## config.mk

```make
export PLATFORM = sky130hd
export DESIGN_NAME = operand_fetch
export DESIGN_NICKNAME = d
export VERILOG_FILES = /design/src/rtl/rf_pkg.sv /design/src/rtl/reg_scoreboard.sv /design/src/rtl/operand_fetch.sv
export SDC_FILE = /design/constraint.sdc
export NUM_CORES = 1
export LEC_CHECK = 0
export BUFFER_PORTS_ARGS = -buffer_cell sky130_fd_sc_hd__buf_2
export CAP_MARGIN = 20
export CORE_MARGIN = 8
export CORE_UTILIZATION = 35
export DETAILED_ROUTE_END_ITERATION = 7
export SYNTH_ARGS = -nofsm -noshare
export SYNTH_HDL_FRONTEND = slang
export SYNTH_HIERARCHICAL = 1
export SYNTH_SLANG_ARGS = --single-unit
```

## constraint.sdc

```tcl
create_clock -name clk -period 3.33 [get_ports clk]
set_input_delay 0.666 -clock clk [delete_from_list [all_inputs] [get_ports clk]]
set_output_delay 0.666 -clock clk [all_outputs]
set_load 0.01 [all_outputs]
```

## src/rtl/rf_pkg.sv

```systemverilog
// rtl/rf_pkg.sv - shared register file sizing constants
package rf_pkg;
  localparam int XLEN     = 32;
  localparam int AW       = 5;
  localparam int NREG     = 2**AW;
  localparam int REG_ZERO = 0;
endpackage

```

## src/rtl/reg_scoreboard.sv

```systemverilog
// rtl/reg_scoreboard.sv - pending-destination scoreboard with three lookups
module reg_scoreboard #(
  parameter int AW = rf_pkg::AW
) (
  input  logic          clk,
  input  logic          rst,
  input  logic          set_en,
  input  logic [AW-1:0] set_idx,
  input  logic          clr_en,
  input  logic [AW-1:0] clr_idx,
  input  logic [AW-1:0] look_idx1,
  input  logic [AW-1:0] look_idx2,
  input  logic [AW-1:0] look_idx3,
  output logic          look_pend1,
  output logic          look_pend2,
  output logic          look_pend3
);
  import rf_pkg::*;

  localparam int            NR       = 2**AW;
  localparam logic [AW-1:0] ZERO_IDX = AW'(REG_ZERO);

  logic [NR-1:0] pending_q;
  logic [NR-1:0] pending_d;
  logic [NR-1:0] set_mask;
  logic [NR-1:0] clr_mask;
  logic [NR-1:0] pend_eff;

  // x0 never enters or leaves the scoreboard; set is applied after clear so it wins.
  always_comb begin
    clr_mask = '0;
    set_mask = '0;
    if (clr_en && (clr_idx != ZERO_IDX)) clr_mask[clr_idx] = 1'b1;
    if (set_en && (set_idx != ZERO_IDX)) set_mask[set_idx] = 1'b1;
    pend_eff  = pending_q & ~clr_mask;
    pending_d = pend_eff | set_mask;
  end

  always_ff @(posedge clk or posedge rst) begin
    if (rst) begin
      pending_q <= '0;
    end else begin
      pending_q <= pending_d;
    end
  end

  assign look_pend1 = pend_eff[look_idx1];
  assign look_pend2 = pend_eff[look_idx2];
  assign look_pend3 = pend_eff[look_idx3];
endmodule

```

## src/rtl/operand_fetch.sv

```systemverilog
// rtl/operand_fetch.sv - operand read, bypass, hazard stall and output register
module operand_fetch #(
  parameter int XLEN    = rf_pkg::XLEN,
  parameter int AW      = rf_pkg::AW,
  parameter int STALL_W = 16
) (
  input  logic               clk,
  input  logic               rst,
  input  logic               in_valid,
  output logic               in_ready,
  input  logic [AW-1:0]      in_rs1,
  input  logic [AW-1:0]      in_rs2,
  input  logic [AW-1:0]      in_rd,
  input  logic               in_rd_we,
  output logic [AW-1:0]      rf_raddr1,
  output logic [AW-1:0]      rf_raddr2,
  input  logic [XLEN-1:0]    rf_rdata1,
  input  logic [XLEN-1:0]    rf_rdata2,
  input  logic               wb_we,
  input  logic [AW-1:0]      wb_waddr,
  input  logic [XLEN-1:0]    wb_wdata,
  output logic               out_valid,
  input  logic               out_ready,
  output logic [XLEN-1:0]    out_op1,
  output logic [XLEN-1:0]    out_op2,
  output logic [AW-1:0]      out_rd,
  output logic               out_rd_we,
  output logic [STALL_W-1:0] stall_cnt
);
  import rf_pkg::*;

  localparam logic [AW-1:0] ZERO_IDX = AW'(REG_ZERO);

  logic               pend_rs1;
  logic               pend_rs2;
  logic               pend_rd;
  logic               hazard;
  logic               accept;
  logic [XLEN-1:0]    op1_sel;
  logic [XLEN-1:0]    op2_sel;

  logic               out_valid_q, out_valid_d;
  logic [XLEN-1:0]    out_op1_q,   out_op1_d;
  logic [XLEN-1:0]    out_op2_q,   out_op2_d;
  logic [AW-1:0]      out_rd_q,    out_rd_d;
  logic               out_rd_we_q, out_rd_we_d;
  logic [STALL_W-1:0] stall_cnt_q, stall_cnt_d;

  function automatic logic [XLEN-1:0] sel_operand(
    input logic [AW-1:0]   rs,
    input logic [XLEN-1:0] rdata,
    input logic            byp_we,
    input logic [AW-1:0]   byp_addr,
    input logic [XLEN-1:0] byp_data
  );
    if (rs == ZERO_IDX) return '0;
    else if (byp_we && (byp_addr == rs)) return byp_data;
    else return rdata;
  endfunction

  assign rf_raddr1 = in_rs1;
  assign rf_raddr2 = in_rs2;

  reg_scoreboard #(.AW(AW)) u_scoreboard (
    .clk        (clk),
    .rst        (rst),
    .set_en     (accept & in_rd_we),
    .set_idx    (in_rd),
    .clr_en     (wb_we),
    .clr_idx    (wb_waddr),
    .look_idx1  (in_rs1),
    .look_idx2  (in_rs2),
    .look_idx3  (in_rd),
    .look_pend1 (pend_rs1),
    .look_pend2 (pend_rs2),
    .look_pend3 (pend_rd)
  );

  // A same-cycle writeback has already been removed from the lookups, so it never stalls.
  assign hazard   = pend_rs1 | pend_rs2 | (in_rd_we & pend_rd);
  assign in_ready = ~hazard & (~out_valid_q | out_ready);
  assign accept   = in_valid & in_ready;

  assign op1_sel = sel_operand(in_rs1, rf_rdata1, wb_we, wb_waddr, wb_wdata);
  assign op2_sel = sel_operand(in_rs2, rf_rdata2, wb_we, wb_waddr, wb_wdata);

  always_comb begin
    out_valid_d = out_valid_q;
    out_op1_d   = out_op1_q;
    out_op2_d   = out_op2_q;
    out_rd_d    = out_rd_q;
    out_rd_we_d = out_rd_we_q;
    if (accept) begin
      out_valid_d = 1'b1;
      out_op1_d   = op1_sel;
      out_op2_d   = op2_sel;
      out_rd_d    = in_rd;
      out_rd_we_d = in_rd_we;
    end else if (out_ready) begin
      out_valid_d = 1'b0;
    end
  end

  always_comb begin
    stall_cnt_d = stall_cnt_q;
    if (in_valid && !in_ready && (stall_cnt_q != {STALL_W{1'b1}})) begin
      stall_cnt_d = stall_cnt_q + STALL_W'(1);
    end
  end

  always_ff @(posedge clk or posedge rst) begin
    if (rst) begin
      out_valid_q <= 1'b0;
      out_op1_q   <= '0;
      out_op2_q   <= '0;
      out_rd_q    <= '0;
      out_rd_we_q <= 1'b0;
      stall_cnt_q <= '0;
    end else begin
      out_valid_q <= out_valid_d;
      out_op1_q   <= out_op1_d;
      out_op2_q   <= out_op2_d;
      out_rd_q    <= out_rd_d;
      out_rd_we_q <= out_rd_we_d;
      stall_cnt_q <= stall_cnt_d;
    end
  end

  assign out_valid = out_valid_q;
  assign out_op1   = out_op1_q;
  assign out_op2   = out_op2_q;
  assign out_rd    = out_rd_q;
  assign out_rd_we = out_rd_we_q;
  assign stall_cnt = stall_cnt_q;
endmodule

```

==> results.txt <==
status: finished, violations left
failing checks: setup timing
Setup Skew: 0.009342 ns
Reg clk slew, reported paths: 0.06 ns
Die Ht: 158.4 µm
row count: 52
PwrDens: 573.5 nW/µm²
register area share after synthesis: 41.98%
Setup TNS: -0.0009726 ns
post-synth net total: 884
Clock Tree Buf Depth: 2
sequential share of power: 38.5%
Sw Ratio: 35.71%
Layout area overhead: 37.71%
power after layout: 5.602 mW
Root Buffer: clkbuf_16
CORE AREA: 20040 µm²
peak supply drop: 0.3849 mV
DP HPWL: 19320 µm
Skew-Pair Late Insertion Delay: 0.41 ns
slowest stage delay, CP: 0.34 ns
crit path DAT: 2.66 ns
maximum fanout along the worst path: 9
gr usage total: 19.98%
DIE AREA: 25080 µm²
Worst-Margin Slew: 0.5503 ns
H-tree levels: 4
Detailed Route WL: 25030 µm
Port Buf Inserts: 219
Reg area: 2978 µm²
Relative slew margins: 63.31%
Starting Density: 35.40%
Final Util: 48.75%
IO Count: 220
P_sw: 2.001 mW
Synth Register Bits: 119
final period utilization: 100.0%
cts-stage hold buffer count: 0
CP endpoint kind: primary output
Final Hold Vio Count: 0
Mapped Avg Cell Area: 9.321 µm²
area of the multi-input gates: 3933 µm²
Fin Hold WS: 0.1357 ns
internal power: 3.601 mW
Setup WS post-layout: -0.0009726 ns
TritonRoute pass-1 iters: 5
Setup violations, final: 1
layout cells sized above 1: 38.07%
number of global-route vias before repair: 7038
Final ANT Viol Nets: 0
fillers: 1988
dominant synthesized flop cell: dfrtp_1
cts bufs inserted: 17
max cap viols: 0
TritonCTS clock tree: built
drt wl/cell: 18.97 µm
initial DRC count: 510
via count: 6959
max-slew violations: 0
Clock Power Share: 29.9%
largest net degree at the start of global routing: 83
DR vias/cell: 5.276
required time worst endpoint: 2.66 ns
gr ovfl total: 0
Post-synth EDFFs: 0
Worst Setup Path Type: input pin to primary output
placed inst area: 8971 µm²
Residual DRC: 0
Nets: 1158
Critical Path Source Type: input pin
synth warn: 6
Logic pwr share: 31.6%
die width: 158.4 µm
synthesized instance count: 761
Max stage delay cell, worst path: a211o_1
Hold Path Class: input pin to asynchronous set/reset pin
initial antenna violation count: 0
cells along the critical path: buf_4, or2_4, o21ai_2, o221ai_1, and4_1, a311oi_2, o311ai_1, a211o_1, nor2_2, buf_6
clk sink count: 119
Synth cell types: 62
FFs w/ async S/R, synth: 100.0%
# placed instances: 1276
Placer Congestion: 0.8671
Syn Std Cell Area: 7093 µm²
minimum clock period after layout: 3.331 ns
RSZ-0062 raised after global routing: true
fmax: 0.3002 GHz
Finished Layout Cells: 1319
pre-CTS WS: -0.2115 ns
Leak Pwr: 4.432 nW
global-route wire length before repair: 38780 µm
finished layout cell area: 9768 µm²
-- what timing repair did --
item	in CTS	in global routing
setup endpoints to repair	1	97
hold endpoints to repair	0	0
gates resized for setup	28	30
cloned	0	0
setup buffers	8	2
pin swaps	12	13
-- worst paths after layout --
path / startpoint / endpoint / slack [ns] / depth (start not counted)
min in group clk: u_scoreboard/pending_q[0] / u_scoreboard/pending_q[0] / 0.43 / 0
hold / removal: rst / out_rd[0] / 0.14 / 2
max in group asynchronous: rst / out_op1[29] / 2.53 / 3
setup reg to reg: u_scoreboard/pending_q[22] / u_scoreboard/pending_q[22] / 0.26 / 15
hold reg to reg: u_scoreboard/pending_q[0] / u_scoreboard/pending_q[0] / 0.43 / 0
setup / recovery: wb_waddr[0] / in_ready / -0.001 / 10
-- worst max-delay path, delay by kind of cell --
| family | cells | cell delay, ns |
|---|---|---|
| AOI/OAI and AO/OA | 5 | 1.02 |
| and+or+nand+nor | 3 | 0.67 |
| buffers and inverters | 2 | 0.31 |
-- layer usage --
layer	GRT usage, %	part of all wire, %	wire (µm)
met3	4.615	6.3	1566
met4	7.903	2.1	516
met5	0	0	0
met1	25.55	43	10730
met2	32.11	49	12220
-- layout make-up --
cell class	count	area share, %
Multi-Input combinational cell	576	40.26
Sequential cell	119	30.49
Timing Repair Buffer	309	19.70
Clock buffer	18	4.393
Tap cell	270	3.458
Clock inverter	14	1.204
Inverter	12	0.4739
Antenna cell	1	0.02562
-- cells in the mapped netlist (6+ instances only) --
master    number  area share [%]
buf_2         20             1.4
nand2_1      110             5.8
buf_4         10             1.1
xor2_1        15             1.9
o21ai_0       68             4.8
inv_1         12            0.63
nand4_1       10            0.88
clkbuf_1      22             1.2
mux2i_1       77              11
nor2b_1       15             1.3
a21oi_1       25             1.8
nor3_1        14            0.99
dfrtp_1      119              42
mux2_2        17             2.7
nand2b_1       7            0.62
o21ai_1       69             4.9
mux4_2         8             2.5
nand3_1       15             1.1
o211ai_1       6            0.63
nor2_1        25             1.3
xnor2_1        8            0.99
-- cells by family (layout without fill, tap and decap cells) --
group | after synthesis | after routing | share of synthesized area, %
simple gates | 231 | 231 | 15.84
compound gates | 214 | 214 | 17.71
flops | 119 | 119 | 41.98
mux | 106 | 106 | 16.74
buf+inv | 66 | 353 | 4.480
xor+xnor | 24 | 24 | 3.069
fa+ha+maj | 1 | 1 | 0.1764
other cells | 0 | 1 | 0
-- layout by cell type, fill, tap and decap left out, types with 5 or more instances in the layout --
master / Yosys / final
a21oi_1: 25 / 25
xnor2_1: 8 / 7
mux2_2: 17 / 17
o21ai_1: 69 / 80
buf_2: 20 / 210
xor2_1: 15 / 15
nor3_1: 14 / 13
clkinvlp_4: 0 / 6
inv_1: 12 / 10
buf_4: 10 / 83
buf_12: 0 / 8
nor2_1: 25 / 23
nand2b_1: 7 / 6
o21ai_0: 68 / 53
nand2_1: 110 / 109
nor2b_1: 15 / 14
dfrtp_1: 119 / 119
clkbuf_16: 0 / 17
o22ai_1: 5 / 5
nand4_1: 10 / 10
mux2i_1: 77 / 77
mux4_2: 8 / 8
nand3_1: 15 / 15
o211ai_1: 6 / 6
buf_6: 1 / 6
inv_6: 0 / 5
-- power by group through the flow --
| stage | Clock (mW) | Sequential (mW) | Combinational [mW] |
|---|---|---|---|
| after floorplan | 0 | 2.27 | 0.724 |
| after global placement | 0 | 2.16 | 1.69 |
| after detailed placement | 0 | 2.16 | 1.73 |
| after CTS | 1.72 | 2.15 | 1.77 |
| after global routing | 1.78 | 2.22 | 1.94 |
| final | 1.68 | 2.16 | 1.77 |
-- sequential cells by signal, indices dropped and copies added, names as in the netlist --
| name | count |
|---|---|
| out_rd_we | 1 |
| out_op2 | 32 |
| stall_cnt | 16 |
| out_rd | 5 |
| out_op1 | 32 |
| out_valid | 1 |
| u_scoreboard/pending_q | 32 |
(Power assumes the default switching activity.)
